===== src/rtl/divisor_restoring.sv =====
// Sequential unsigned restoring divider: one quotient bit per clock, result
// held in Q/R with a done level until the next accepted start or reset.
module divisor_restoring #(
  parameter int unsigned WIDTH = 7
) (
  input  logic             clk,
  input  logic             rst,
  input  logic             start,
  input  logic [WIDTH-1:0] A_in,
  input  logic [WIDTH-1:0] B_in,
  output logic [WIDTH-1:0] Q,
  output logic [WIDTH-1:0] R,
  output logic             done
);

  localparam int unsigned CW = $clog2(WIDTH + 1);

  typedef enum logic [1:0] {
    ST_IDLE,
    ST_RUN,
    ST_DONE
  } state_t;

  state_t r_state;
  state_t w_next;

  logic [WIDTH:0]   r_p;
  logic [WIDTH-1:0] r_s;
  logic [WIDTH-1:0] r_d;
  logic [CW-1:0]    r_cnt;
  logic [WIDTH-1:0] r_q;
  logic [WIDTH-1:0] r_r;
  logic             r_done;

  logic             w_load;
  logic             w_step;
  logic             w_last;
  logic [WIDTH:0]   w_p_sh;
  logic [WIDTH:0]   w_t;
  logic [WIDTH:0]   w_p_nxt;
  logic [WIDTH-1:0] w_s_nxt;

  always_ff @(posedge clk or negedge rst) begin
    if (!rst) r_state <= ST_IDLE;
    else      r_state <= w_next;
  end

  always_comb begin
    w_next = r_state;
    unique case (r_state)
      ST_IDLE: if (start)  w_next = ST_RUN;
      ST_RUN:  if (w_last) w_next = ST_DONE;
      ST_DONE: if (start)  w_next = ST_RUN;
      default:             w_next = ST_IDLE;
    endcase
  end

  always_comb begin
    w_load = 1'b0;
    w_step = 1'b0;
    w_last = 1'b0;
    unique case (r_state)
      ST_IDLE: w_load = start;
      ST_RUN: begin
        w_step = 1'b1;
        w_last = (r_cnt == CW'(WIDTH - 1));
      end
      ST_DONE: w_load = start;
      default: ;
    endcase
  end

  // A negative trial difference (MSB set) restores the shifted remainder.
  always_comb begin
    w_p_sh  = {r_p[WIDTH-1:0], r_s[WIDTH-1]};
    w_t     = w_p_sh - {1'b0, r_d};
    w_p_nxt = w_t[WIDTH] ? w_p_sh : w_t;
    w_s_nxt = {r_s[WIDTH-2:0], ~w_t[WIDTH]};
  end

  always_ff @(posedge clk or negedge rst) begin
    if (!rst) begin
      r_p    <= '0;
      r_s    <= '0;
      r_d    <= '0;
      r_cnt  <= '0;
      r_q    <= '0;
      r_r    <= '0;
      r_done <= 1'b0;
    end else if (w_load) begin
      r_p    <= '0;
      r_s    <= A_in;
      r_d    <= B_in;
      r_cnt  <= '0;
      r_done <= 1'b0;
    end else if (w_step) begin
      r_p   <= w_p_nxt;
      r_s   <= w_s_nxt;
      r_cnt <= r_cnt + 1'b1;
      if (w_last) begin
        r_q    <= w_s_nxt;
        r_r    <= w_p_nxt[WIDTH-1:0];
        r_done <= 1'b1;
      end
    end
  end

  assign Q    = r_q;
  assign R    = r_r;
  assign done = r_done;

endmodule


===== config.mk =====
export PLATFORM = sky130hd
export DESIGN_NAME = divisor_restoring
export DESIGN_NICKNAME = d
export VERILOG_FILES = /design/src/rtl/divisor_restoring.sv
export SDC_FILE = /design/constraint.sdc
export NUM_CORES = 1
export LEC_CHECK = 0
export ABC_AREA = 0
export BUFFER_PORTS_ARGS = -buffer_cell sky130_fd_sc_hd__buf_2
export CORE_ASPECT_RATIO = 1.4
export CORE_UTILIZATION = 56
export DETAILED_ROUTE_END_ITERATION = 8
export PLACE_DENSITY = 0.79
export SETUP_SLACK_MARGIN = 0.5
export SYNTH_ARGS = -nofsm -noshare
export SYNTH_HDL_FRONTEND = slang
export SYNTH_SLANG_ARGS = --single-unit

===== constraint.sdc =====
create_clock -name clk -period 2.21 [get_ports clk]
set_input_delay 0.221 -clock clk [delete_from_list [all_inputs] [get_ports clk]]
set_output_delay 0.221 -clock clk [all_outputs]
set_load 0.1 [all_outputs]

==> reports/qor.yml, run 1 <==
timing:
  rsz0062_at_grt: "yes"
  layout_setup_ws_ps: 32.4
  max_slew_margin_pct: 29.0
  fin_crit_sh_pct: 98.5
  fin_tns_setup_ps: 0
  worst_pin_slew_ps: 1060
  setup_viol: 0
  hold_viol_final: 0
  fmax_ghz: 0.459
  holdWs_ps: 46.9
  drv_slew: 0
  skew_ps: 4.88
  fin_crit_ps: 2180
floorplan:
  die_x_um: 54.5
  io_pins: 32
  row_count: 26
  die_y_um: 75.5
  core_mm2: 0.00368
  dieArea_mm2: 0.00411
  initial_core_util_pct: 58.7
final_layout:
  synthToLayoutAreaGrowth_pct: 26.7
  num_antenna_cells: 0
  final_nets: 301
  drive_above_1_share_pct: 32.5
  n_fill_cell: 280
  seqCellArea_mm2: 0.00103
  multi_input_area_mm2: 0.00121
  fin_cells: 316
yosys:
  synthesis.nets: 254
  ys_seq_area_share_pct: 47.5
  synthTopCellsByArea: "dfrtp_1 48%, nand2_1 9.6%, ha_1 5.8%"
  ys.flop_type: "dfrtp_1"
  postSynthAreaPerCell_um2: 9.55
  synth_edf_count: 0
  synth.cell_area_mm2: 0.00216
  synth_seq_cells: 41
  yosys_warnings: 0
  synth_area_leader_cell: "dfrtp_1"
  synth_cells: 226
  yosysUniqueCellTypes: 42
  synthArstFlopShare_pct: 100
  synth.top_cell.area_share_pct: 47.5
clock_tree:
  cts_made_buffers: 5
  cts.htree.levels: 2
  clock_latency_ps: 300
  cts.path.max_buffers: 2
  cts_num_sinks: 41
  clkTransAtPathRegs_ps: 80
  cts_root_buf: "clkbuf_8"
  cts_hold_buf: 0
  cts_tree: "done"
global_routing:
  grt_max_degree: 42
  first_global_vias: 1773
  grtUsageTotal_pct: 27.4
  antenna_found_initial: 0
  grt_remaining_overflow: 0
  grt_pass1_wl_um: 8010
route:
  drc: 0
  ant_nets: 0
  wl_um: 5300
  drt_first_pass_iters: 4
  drtIter0Drc: 98
  wl_per_cell_um: 16.8
  vias: 1853
  routed_via_density: 5.86
place:
  dp.cells: 294
  dpl.hpwl_um: 3220
  port_buffers: 31
  gp_congestion: 0.844
  place_ws_ps: 71.5
critical_path:
  r2r_start: "r_s[6]$_DFFE_PN0P_"
  worstSetupPathType: "reg2reg"
  cp_max_fo: 3
  path_cells: "inv_2, ha_4, inv_2, fa_2, a211o_1, a2111oi_2, nand3b_1, nand4_1, nand3_1"
  critPathLaunch: "r_s[6]$_DFFE_PN0P_"
  cp_slowest_cell: "dfrtp_1"
  worstPathArrival_ps: 2410
  worstSetupStartpointType: "register"
  worst_setup_path_end_kind: "register"
  slowest_delay_ps: 380
  crit_path_frequent_cell: "inv_2"
  required_ps: 2450
run:
  maxCapViolations: 0
status:
  status: "completed"
worst_hold_path:
  hold_class: "in2async"
==> metal layers <==
metal	vias up	GRT usage, %	wire length, µm
li1	898	-	-
met1	863	35.3	2240
met2	75	44.6	2640
met3	17	5.39	277
met4	0	11.4	150
met5	-	0	0
==> registers in the layout, indices dropped and copies added, names as in the netlist <==
signal and cells:
Q 7, R 7, done 1, r_cnt 3
r_d 7, r_p 7, r_s 7, r_state 2
==> Yosys cell counts, types with 2 or more instances <==
master and n:
a21oi_1 4, dfrtp_1 41, a22oi_1 6, nand4_1 8, xor2_1 2, ha_1 10, inv_1 11, clkbuf_1 8
and2_1 3, nor2_1 6, a21o_1 3, o21ai_1 6, o2111ai_1 2, nand2b_1 3, nand2_1 55, xnor2_1 2
nor2b_1 3, a32o_1 2, o21ai_0 9, a31o_1 2, o211ai_1 10, nand3_1 9, nor3_1 2
==> what timing repair did <==
action                                  4_1_cts  5_1_grt
cloned                                        1        0
resized for setup                            14        9
endpoints found under the setup margin       16       23
setup buffers                                12        1
pin swaps                                    16        5
==> final timing paths <==
kind | end | slack (ps) | depth (start not counted)
max in group asynchronous | r_p[5]$_DFFE_PN0P_ | 1520 | 1
min in group clk | r_d[6]$_DFFE_PN0N_ | 120 | 3
hold reg to reg | Q[1]$_DFFE_PN0P_ | 470 | 2
setup / recovery | R[6]$_DFFE_PN0P_ | 30 | 9
setup reg to reg | R[6]$_DFFE_PN0P_ | 30 | 9
hold / removal | r_d[2]$_DFFE_PN0N_ | 50 | 1
==> critical path: cells and delay by family, from the launching register on <==
kind	cells	cell delay (ps)
compound gates	2	660
simple gates	3	510
fa+ha+maj	2	460
flops	1	380
buf+inv	2	120
==> metrics by stage <==
step	util [%]	area (µm²)
floorplan	-	2220
global placement	65.8	2420
detailed placement	65.8	2420
CTS	73.2	2690
global route	74.4	2740
finish	74.4	2740
==> cell type report <==
class,instances,share of cell area (%)
multi-input cells,165,44.4
flip-flops and latches,41,37.6
repair buffers,49,11.3
clock buffers,6,2.65
well taps,42,1.92
inverters,11,1.51
clock inverters,2,0.549
==> layout by cell type (no fill, tap or decap), types with 3 or more instances in the layout <==
master | synthesis | final
nor2_1 | 6 | 5
ha_4 | 0 | 6
nand4_1 | 8 | 8
and2_1 | 3 | 3
buf_4 | 1 | 15
buf_2 | 1 | 31
o21ai_0 | 9 | 8
dfrtp_1 | 41 | 38
nor2b_1 | 3 | 3
inv_1 | 11 | 9
ha_1 | 10 | 3
nand2_1 | 55 | 54
o211ai_1 | 10 | 10
dfrtp_2 | 0 | 3
clkbuf_8 | 0 | 5
o21ai_1 | 6 | 5
a22oi_1 | 6 | 6
a21oi_1 | 4 | 4
nand3_1 | 9 | 9
==> cell families after synthesis <==
kind of cell | Yosys count | share of synthesized area, %
fa+ha+maj | 11 | 6.72
simple gates | 93 | 19.4
xor+xnor | 4 | 1.62
mux | 1 | 0.522
flops | 41 | 47.5
buf+inv | 21 | 3.88
compound gates | 55 | 20.3
Power of run 1 is left out: the tool's default activity adds up to more than one toggle a clock period on the data nets, which glitch-free logic cannot reach.
==> inputs of run 2 (changes only) <==
--- a/config.mk
+++ b/config.mk
@@ -11,7 +11,7 @@
 export CORE_UTILIZATION = 56
 export DETAILED_ROUTE_END_ITERATION = 8
 export PLACE_DENSITY = 0.79
-export SETUP_SLACK_MARGIN = 0.5
+export SETUP_SLACK_MARGIN = 0.05
 export SYNTH_ARGS = -nofsm -noshare
 export SYNTH_HDL_FRONTEND = slang
 export SYNTH_SLANG_ARGS = --single-unit
==> reports/qor.yml, run 2 (synthesis results as in run 1) <==
floorplan:
  io_pins: 32  # unchanged
  die_x_um: 54.5  # unchanged
  die_y_um: 75.5  # unchanged
  core_mm2: 0.00368  # unchanged
  initial_core_util_pct: 58.7  # unchanged
  row_count: 26  # unchanged
  dieArea_mm2: 0.00411  # unchanged
final_layout:
  synthToLayoutAreaGrowth_pct: 23.1
  final_common_cell: "nand2_1"
  num_antenna_cells: 0  # unchanged
  drive_above_1_share_pct: 27.6  # -4.8 points
  final_nets: 302  # +0.33%
  design_area_mm2: 0.00266  # -2.9%
  final_util_pct: 72.3  # -2.1 points
  final_cell_mix: "55 x nand2_1, 41 x dfrtp_1, 31 x buf_2"
  fin_cells: 317  # +0.32%
route:
  drtIter0Drc: 91  # -7.1%
  vias: 1885  # +1.7%
  wl_per_cell_um: 16.4  # -2.5%
  drc: 0  # unchanged
  drt_first_pass_iters: 5  # +1
  wl_um: 5190  # -2.2%
  routed_via_density: 5.95  # +1.4%
  ant_nets: 0  # unchanged
place:
  postPlaceCellArea_mm2: 0.00243  # +0.36%
  port_buffers: 31  # unchanged
  dp.cells: 303  # +3.1%
  dpl.hpwl_um: 3570  # +11%
  gp_congestion: 0.910  # +7.8%
critical_path:
  worstPathArrival_ps: 2320  # -90 ps
  required_ps: 2420  # -30 ps
  critPathLaunch: "r_s[6]$_DFFE_PN0P_"
  worst_setup_path_end_kind: "register"
  r2r_start: "r_s[6]$_DFFE_PN0P_"
  worstSetupStartpointType: "register"
  reg2reg_slack_ps: 100  # +70 ps
  cp-endpoint: "r_p[6]$_DFFE_PN0P_"
  worstSetupPathType: "reg2reg"
  crit_path_frequent_cell: "inv_2"
  path_cells: "inv_2, ha_4, inv_2, fa_2, a211o_1, a2111oi_2, nand3b_1, nand4_1, o211ai_1"
  worstRegToRegCells: 9  # unchanged
  cp_slowest_cell: "dfrtp_1"
  rr_endpoint: "r_p[6]$_DFFE_PN0P_"
  cp_max_fo: 2  # -1
  slowest_delay_ps: 380  # about the same
global_routing:
  grt_remaining_overflow: 0  # unchanged
  grtUsageTotal_pct: 26.6  # -0.85 points
  first_global_vias: 1728  # -2.5%
  grt_max_degree: 42  # unchanged
  antenna_found_initial: 0  # unchanged
  grt_pass1_wl_um: 7670  # -4.3%
timing:
  holdWs_ps: 44.7  # -2.30 ps
  fin_crit_ps: 2110  # -66.2 ps
  rsz0062_at_grt: "yes"
  setup_viol: 0  # unchanged
  fin_crit_sh_pct: 95.5  # -3.0 points
  skew_ps: 11.2  # +6.32 ps
  hold_viol_final: 0  # unchanged
  fmax_ghz: 0.474  # +3.1%
  drv_slew: 0  # unchanged
  max_slew_margin_pct: 27.1  # -1.9 points
  worst_pin_slew_ps: 1090  # +28.5 ps
run:
  maxCapViolations: 0  # unchanged
clock_tree:
  cts_num_sinks: 41  # unchanged
  cts_root_buf: "clkbuf_8"
  cts.path.max_buffers: 2  # unchanged
  clock_latency_ps: 300  # about the same
  cts.htree.levels: 2  # unchanged
  cts_tree: "done"
  cts_hold_buf: 0  # unchanged
  clkTransAtPathRegs_ps: 80  # about the same
  cts_made_buffers: 5  # unchanged
worst_hold_path:
  hold_class: "in2async"
status:
  status: "completed"
run 2: cell types whose count changed in the layout (fill, tap and decap cells not counted), moves of 2 or more:
cell     change
buf_4        +4
buf_6        -2
dfrtp_1      +3
dfrtp_2      -3
ha_1         +5
ha_4         -5
o21ai_2      -2
run 2: critical path, delay by kind of cell (launching register included):
kind | cells | cell delay (ps)
buf+inv | 2 | 120
fa+ha+maj | 2 | 480
simple gates | 2 | 290
flops | 1 | 380
compound gates | 3 | 760
run 2: timing repair:
action | 4_1_cts | 5_1_grt
resized for setup | 2 | 10
setup buffers | 1 | 5
setup endpoints to repair | 1 | 13
pin swaps | 4 | 12
run 2: layout make-up:
| cell class | instances | area [µm²] |
|---|---|---|
| Timing Repair Buffer | 51 | 318 |
| Clock buffer | 6 | 82.6 |
| Fill cell | 257 | 1020 |
| Tap cell | 42 | 52.6 |
| Sequential cell | 41 | 1030 |
| Multi-Input combinational cell | 164 | 1100 |
| Clock inverter | 2 | 37.5 |
| Inverter | 11 | 41.3 |
run 2: worst min path at each step:
stage / slack [ps] / cells after the start / endpoint / from
floorplan: -70 / 0 / Q[0]$_DFFE_PN0P_ / rst
global placement: 390 / 1 / r_cnt[1]$_DFFE_PN0P_ / rst
detailed placement: 400 / 1 / r_cnt[1]$_DFFE_PN0P_ / rst
CTS: 80 / 1 / Q[4]$_DFFE_PN0P_ / rst
global route: 120 / 1 / r_cnt[1]$_DFFE_PN0P_ / rst
finish: 40 / 1 / r_cnt[1]$_DFFE_PN0P_ / rst
run 2: layer usage:
metal / wire length (µm) / track usage, %
met1: 2040 / 30.4
met2: 2760 / 45.8
met3: 300 / 3.99
met4: 93 / 15.4
met5: 0 / 0
run 2: per-stage QoR:
step | worst slack (ps) | TNS (ps)
after floorplan | 199 | 0
after global routing | -12.5 | -12.5
after detailed placement | 84.8 | 0
after CTS | 60.9 | 0
after global placement | 121 | 0
final | 98.7 | 0
Power of run 2 is left out for the same reason.
